[config.mk]
export PLATFORM = sky130hd
export DESIGN_NAME = lvds_rx_deframer
export DESIGN_NICKNAME = d
export VERILOG_FILES = /design/src/rtl/lvds_pkg.sv /design/src/rtl/lvds_rx_word_align.sv /design/src/rtl/lvds_rx_deframer.sv
export SDC_FILE = /design/constraint.sdc
export NUM_CORES = 1
export LEC_CHECK = 0
export CELL_PAD_IN_SITES_DETAIL_PLACEMENT = 1
export CELL_PAD_IN_SITES_GLOBAL_PLACEMENT = 1
export CORE_MARGIN = 3
export CORE_UTILIZATION = 47
export DETAILED_ROUTE_END_ITERATION = 8
export DONT_BUFFER_PORTS = 1
export GPL_TIMING_DRIVEN = 0
export PLACE_DENSITY_LB_ADDON = 0.2
export SKIP_LAST_GASP = 1
export SLEW_MARGIN = 20
export SYNTH_ARGS = -nofsm -noshare
export SYNTH_HDL_FRONTEND = slang
export SYNTH_SLANG_ARGS = --single-unit
[constraint.sdc]
create_clock -name clk -period 2.17 [get_ports clk]
set_input_delay 0.3255 -clock clk [delete_from_list [all_inputs] [get_ports clk]]
set_output_delay 0.3255 -clock clk [all_outputs]
set_load 0.1 [all_outputs]
[src/rtl/lvds_pkg.sv]
// lvds_pkg -- shared definitions for the LVDS receive deframer.
//
// Word layout on the wire (MSB first):
//   [31:30] I sync (2'b10) | [29:17] I sample | [16] ctrl_i
//   [15:14] Q sync (2'b01) | [13:1]  Q sample | [0]  ctrl_q
// An all-zero word is an idle gap and carries no sample.

package lvds_pkg;

    localparam int WORD_W    = 32;
    localparam int FIELD_W   = 13;
    localparam int BIT_CNT_W = 5;

    localparam logic [1:0] I_SYNC = 2'b10;
    localparam logic [1:0] Q_SYNC = 2'b01;

    // Field bit positions within the 32-bit word
    localparam int I_SYNC_HI  = 31;
    localparam int I_SYNC_LO  = 30;
    localparam int I_HI       = 29;
    localparam int I_LO       = 17;
    localparam int CTRL_I_BIT = 16;
    localparam int Q_SYNC_HI  = 15;
    localparam int Q_SYNC_LO  = 14;
    localparam int Q_HI       = 13;
    localparam int Q_LO       = 1;
    localparam int CTRL_Q_BIT = 0;

    typedef enum logic {
        HUNT   = 1'b0,
        LOCKED = 1'b1
    } lvds_state_e;

    // Packed view of a word; field order matches the bit positions above.
    typedef struct packed {
        logic [1:0]         i_sync;
        logic [FIELD_W-1:0] i;
        logic               ctrl_i;
        logic [1:0]         q_sync;
        logic [FIELD_W-1:0] q;
        logic               ctrl_q;
    } lvds_word_t;

    function automatic logic word_is_valid(input logic [WORD_W-1:0] w);
        return (w[I_SYNC_HI:I_SYNC_LO] == I_SYNC) &&
               (w[Q_SYNC_HI:Q_SYNC_LO] == Q_SYNC);
    endfunction

    function automatic logic word_is_gap(input logic [WORD_W-1:0] w);
        return (w == '0);
    endfunction

endpackage

[src/rtl/lvds_rx_word_align.sv]
// lvds_rx_word_align -- serial-to-word alignment for the LVDS deframer.
//
// Shifts rx_bit into a 32-bit register on enabled cycles. In HUNT every
// enabled bit is a candidate word boundary; the first valid word locks the
// alignment. In LOCKED only every 32nd enabled bit is evaluated; gap words
// are dropped, bad words bump a miss counter that drops lock at LOSS_LIMIT.
//
// Ports:
//   clk, reset       clock, synchronous active-high reset
//   rx_bit, rx_en    serial data and its qualifier
//   word             the word including the bit shifted this cycle
//   word_strobe      word is valid and should be emitted on this edge
//   word_bad         word failed the check while locked (this edge)
//   locked           alignment established

module lvds_rx_word_align
    import lvds_pkg::*;
#(
    parameter int LOSS_LIMIT = 3
) (
    input  logic       clk,
    input  logic       reset,
    input  logic       rx_bit,
    input  logic       rx_en,
    output lvds_word_t word,
    output logic       word_strobe,
    output logic       word_bad,
    output logic       locked
);

    localparam int MISS_W = (LOSS_LIMIT < 2) ? 1 : $clog2(LOSS_LIMIT + 1);

    logic [WORD_W-1:0]    sr_q, sr_d;
    logic [BIT_CNT_W-1:0] bit_cnt_q, bit_cnt_d;
    logic [MISS_W-1:0]    miss_q, miss_d;
    lvds_state_e          state_q, state_d;

    always_ff @(posedge clk) begin
        if (reset) begin
            sr_q      <= '0;
            bit_cnt_q <= '0;
            miss_q    <= '0;
            state_q   <= HUNT;
        end else begin
            sr_q      <= sr_d;
            bit_cnt_q <= bit_cnt_d;
            miss_q    <= miss_d;
            state_q   <= state_d;
        end
    end

    // Decisions look at sr_d so the word is judged on the same edge that
    // shifts in its bit 0; the top registers the fields on that edge.
    always_comb begin
        sr_d        = rx_en ? {sr_q[WORD_W-2:0], rx_bit} : sr_q;
        state_d     = state_q;
        bit_cnt_d   = bit_cnt_q;
        miss_d      = miss_q;
        word_strobe = 1'b0;
        word_bad    = 1'b0;

        if (rx_en) begin
            unique case (state_q)
                HUNT: begin
                    if (word_is_valid(sr_d)) begin
                        word_strobe = 1'b1;
                        state_d     = LOCKED;
                        bit_cnt_d   = '0;
                        miss_d      = '0;
                    end
                end
                LOCKED: begin
                    bit_cnt_d = bit_cnt_q + 1'b1;
                    // Boundary reached when the counter wraps 31 -> 0
                    if (bit_cnt_q == '1) begin
                        if (word_is_valid(sr_d)) begin
                            word_strobe = 1'b1;
                            miss_d      = '0;
                        end else if (word_is_gap(sr_d)) begin
                            miss_d = '0;
                        end else begin
                            word_bad = 1'b1;
                            if (int'(miss_q) + 1 >= LOSS_LIMIT) begin
                                state_d = HUNT;
                                miss_d  = '0;
                            end else begin
                                miss_d = miss_q + 1'b1;
                            end
                        end
                    end
                end
                default: state_d = HUNT;
            endcase
        end
    end

    assign word   = lvds_word_t'(sr_d);
    assign locked = (state_q == LOCKED);

endmodule

[src/rtl/lvds_rx_deframer.sv]
// lvds_rx_deframer -- LVDS I/Q word deframer with a one-deep output holder.
//
// Build option: define LVDS_RX_STATS_EN to include the saturating 16-bit
// sample/error statistics counters. Without it the counter ports read 0,
// stats_clr is ignored and no counter registers exist.
//
// Ports:
//   clk, reset                   clock, synchronous active-high reset
//   rx_bit, rx_en                serial data (MSB first) and qualifier
//   sample_i/q, ctrl_i/q         held sample fields
//   sample_valid, sample_ready   hold handshake (emit overwrites on overflow)
//   locked                       word alignment established
//   sync_err                     one-cycle pulse per bad word while locked
//   overflow                     sticky: a held sample was overwritten
//   stats_clr                    clear statistics counters
//   sample_count, err_count      statistics counters

module lvds_rx_deframer
    import lvds_pkg::*;
#(
    parameter int SAMPLE_W   = 13,
    parameter int LOSS_LIMIT = 3
) (
    input  logic                clk,
    input  logic                reset,
    input  logic                rx_bit,
    input  logic                rx_en,
    output logic [SAMPLE_W-1:0] sample_i,
    output logic [SAMPLE_W-1:0] sample_q,
    output logic                ctrl_i,
    output logic                ctrl_q,
    output logic                sample_valid,
    input  logic                sample_ready,
    output logic                locked,
    output logic                sync_err,
    output logic                overflow,
    input  logic                stats_clr,
    output logic [15:0]         sample_count,
    output logic [15:0]         err_count
);

    lvds_word_t word;
    logic       word_strobe;
    logic       word_bad;

    lvds_rx_word_align #(
        .LOSS_LIMIT (LOSS_LIMIT)
    ) u_align (
        .clk         (clk),
        .reset       (reset),
        .rx_bit      (rx_bit),
        .rx_en       (rx_en),
        .word        (word),
        .word_strobe (word_strobe),
        .word_bad    (word_bad),
        .locked      (locked)
    );

    // Sync fields were already checked inside the aligner.
    logic [3:0] sync_unused;
    assign sync_unused = {word.i_sync, word.q_sync};

    always_ff @(posedge clk) begin
        if (reset) begin
            sample_i     <= '0;
            sample_q     <= '0;
            ctrl_i       <= 1'b0;
            ctrl_q       <= 1'b0;
            sample_valid <= 1'b0;
            sync_err     <= 1'b0;
            overflow     <= 1'b0;
        end else begin
            sync_err <= word_bad;
            if (word_strobe) begin
                sample_i     <= SAMPLE_W'(word.i);
                sample_q     <= SAMPLE_W'(word.q);
                ctrl_i       <= word.ctrl_i;
                ctrl_q       <= word.ctrl_q;
                sample_valid <= 1'b1;
                // Only a sample that is not being taken this cycle is lost
                if (sample_valid && !sample_ready)
                    overflow <= 1'b1;
            end else if (sample_ready) begin
                sample_valid <= 1'b0;
            end
        end
    end

`ifdef LVDS_RX_STATS_EN
    logic [15:0] sample_cnt_q;
    logic [15:0] err_cnt_q;

    // Clear wins over a coincident increment; both saturate.
    always_ff @(posedge clk) begin
        if (reset || stats_clr) begin
            sample_cnt_q <= '0;
            err_cnt_q    <= '0;
        end else begin
            if (word_strobe && sample_cnt_q != 16'hFFFF)
                sample_cnt_q <= sample_cnt_q + 16'd1;
            if (word_bad && err_cnt_q != 16'hFFFF)
                err_cnt_q <= err_cnt_q + 16'd1;
        end
    end

    assign sample_count = sample_cnt_q;
    assign err_count    = err_cnt_q;
`else
    logic stats_unused;
    assign stats_unused = stats_clr;
    assign sample_count = '0;
    assign err_count    = '0;
`endif

endmodule
==> results.toml <==
[status]
status = "finished clean"

[global_route]
grt_pass1_wl_mm = 11.7
grt_max_degree = 12
first_global_vias = 2347
antenna_found_initial = 0
track_usage_pct = 20.5
grt_overflow_total = 0

[sta]
fin_setup_tns_ns = 0
fin_worst_skew_ns = 0.00687
fin_crit_ns = 2.04
setup_slack_ns = 0.133
hold_viol_final = 0
slew_viol_final = 0
finalCritPeriodShare_pct = 93.9
rsz0062_at_grt = "true"
worst_pin_slew_ns = 1.00
setup_viol = 0
max_slew_margin_pct = 33.2
fmax_ghz = 0.491

[pwr]
power_leakage_uw = 0.00142
clockPowerShare_pct = 39.5
power.switching_uw = 781
pwr-share-comb_pct = 13.5
p_int_uw = 2000
seq_power_share_pct = 47.0
swShare_pct = 28.1
irDropWorstVdd_mv = 0.541
powerDensity_nw_per_um2 = 821
total_power_uw = 2780

[placement]
post-place-ws_ns = -0.321
placed_area_um2 = 3160
portBuffers = 0
gp_congestion = 0.801
dp_hpwl_mm = 4.98

[logic_synthesis]
ys_seq_elements = 71
seq_area_frac_synth_pct = 48.3
yosysUniqueCellTypes = 35
synth-async-reset-ratio_pct = 0
syn_area_um2 = 2950
synthFlopType = "dfxtp_1"
synth_edf_count = 0
syn_avg_cell_area_um2 = 9.50
syn-instance-count = 310
yosysWarnings = 0

[setup_path]
crit_fanout = 9
crit_required_ns = 2.46
cp-start-kind = "flip-flop"
worst-setup-path-type = "flip-flop to flip-flop"
regToRegSetupSlack_ns = 0.13
cp.arrival_ns = 2.33
worst_r2r_endpoint = "u_align.miss_q[1]$_SDFFE_PP0P_"
r2r_cells = 4
reg2reg_from = "u_align.locked$_SDFFE_PP0P_"
crit_path_end_kind = "flip-flop"

[finish]
antennaDiodeCount = 0
mostFrequentLayoutCells = "nor2_1 (71), dfxtp_1 (70), buf_4 (34)"
layout_commonest_cell = "nor2_1"
drive_gt1_share_pct = 18.5
syn2layout_area_growth_pct = 15.0
fin_util_pct = 56.5
finalInstanceArea_um2 = 3390
nNetsFinal = 360

[clock_network]
insertion_delay_ns = 0.35
cts-root-buf = "clkbuf_8"
cts_sinks = 71
postCtsHoldBufs = 0
cts_tree = "built"
post_cts_buffers = 0
clkTransAtPathRegs_ns = 0.07
cts_buffers = 9
h-tree-depth = 3
cts_max_path_buffers = 2

[drt]
firstDrtPassIters = 4
drtAntennaViolNets = 0
vias_per_cell = 5.25
vias = 2267
post_drt_wl_per_cell_um = 16.1
drt-total-wl_mm = 6.95
remaining_drc_errors = 0
drt_iter0_drc = 77

[flow_run]
max-cap-violations = 0

[min_path]
worstHoldPathType = "input pin to flip-flop"
whs_endpoint = "u_align.sr_q[0]$_SDFF_PP0_"
min_path_cells = 2
worstHoldStart = "rx_bit"

[floorplan]
dieHeight_um = 85.2
io_pins = 70
start_util_pct = 49.2
coreArea_um2 = 5990
die_w_um = 85.2
rows = 28
die-area_um2 = 7250
[logic make-up after synthesis]
family / count (synthesis) / share of synthesized area [%]
and+or+nand+nor: 99 / 15.6
DFF: 71 / 48.3
buffers and inverters: 55 / 11.9
AOI/OAI and AO/OA: 49 / 12.1
muxes: 33 / 11.3
adders and majority gates: 2 / 0.849
other: 1 / 0.127
[power by group through the flow]
stage	Sequential [uW]	Combinational, uW	Clock, uW
after floorplan	1340	353	0
after global placement	1340	371	0
after detailed placement	1340	373	0
after CTS	1310	373	1120
after global routing	1310	390	1170
final	1310	375	1100
[critical path, stage by stage, from the launching register on]
cell      delay [ns]
dfxtp_2         0.67
clkbuf_1        0.45
nand2_1         0.14
nor4_1          0.48
a32o_1          0.25
[timing repair]
item | 4_1_cts | 5_1_grt
hold endpoints to repair | 0 | 0
resized for setup | 5 | 8
endpoints found under the setup margin | 33 | 30
cloned | 0 | 0
[worst max path at each step]
stage	startpoint	to	slack [ns]	cells after the start
floorplan	u_align.locked$_SDFFE_PP0P_	ctrl_i$_SDFFE_PP0P_	0.13	5
global placement	u_align.locked$_SDFFE_PP0P_	sample_q[1]$_SDFFE_PP0P_	-0.22	5
detailed placement	u_align.locked$_SDFFE_PP0P_	sample_q[0]$_SDFFE_PP0P_	-0.32	5
CTS	u_align.bit_cnt_q[0]$_SDFFE_PP0P_	sample_q[12]$_SDFFE_PP0P_	0.06	8
global route	u_align.bit_cnt_q[0]$_SDFFE_PP0P_	sample_q[12]$_SDFFE_PP0P_	-0.006	8
finish	u_align.locked$_SDFFE_PP0P_	u_align.miss_q[1]$_SDFFE_PP0P_	0.13	4
[per-layer routing]
layer / share of wire, % / global-route usage [%]
met1: 44 / 24.7
met2: 49 / 33.8
met3: 6.3 / 8.54
met4: 1.1 / 5.32
met5: 0 / 0
[cell usage after synthesis, drive strengths merged (2+ instances only)]
library cell	count	share of area, %
nor4	9	2.3
inv	3	0.38
dfxtp	71	48
a211oi	29	7.6
or4	2	0.76
a32oi	2	0.59
nor2	71	9.0
buf	39	9.8
nor4b	2	0.59
a22oi	2	0.51
a21oi	7	1.2
a31oi	2	0.42
clkbuf	13	1.7
nor3	2	0.34
o21ai	3	0.51
nand2	5	0.64
nand3	2	0.34
mux2i	32	11
and3	2	0.42
ha	2	0.85
a32o	2	0.68
[flip-flops by register name, summed over array words and instances, names as in the netlist]
signal / count
sample_i: 13
u_align.sr_q: 32
sync_err: 1
sample_valid: 1
u_align.locked: 1
overflow: 1
ctrl_q: 1
ctrl_i: 1
sample_q: 13
u_align.bit_cnt_q: 5
u_align.miss_q: 2
[layout make-up]
type,instances,area [um2]
inverters,3,11.3
clock inverters,3,40.0
flip-flops and latches,71,1420
plain buffers,52,348
clock buffers,13,169
well taps,75,93.8
multi-input cells,215,1300
fillers,726,2600
[metrics by stage]
| step | hold slack [ns] | instances |
|---|---|---|
| CTS | 0.172 | 432 |
| detailed placement | 0.501 | 416 |
| floorplan | 0.458 | 341 |
| global route | 0.189 | 432 |
| global placement | 0.467 | 416 |
| finish | 0.180 | 432 |
Power figures use the tool's default switching activity.
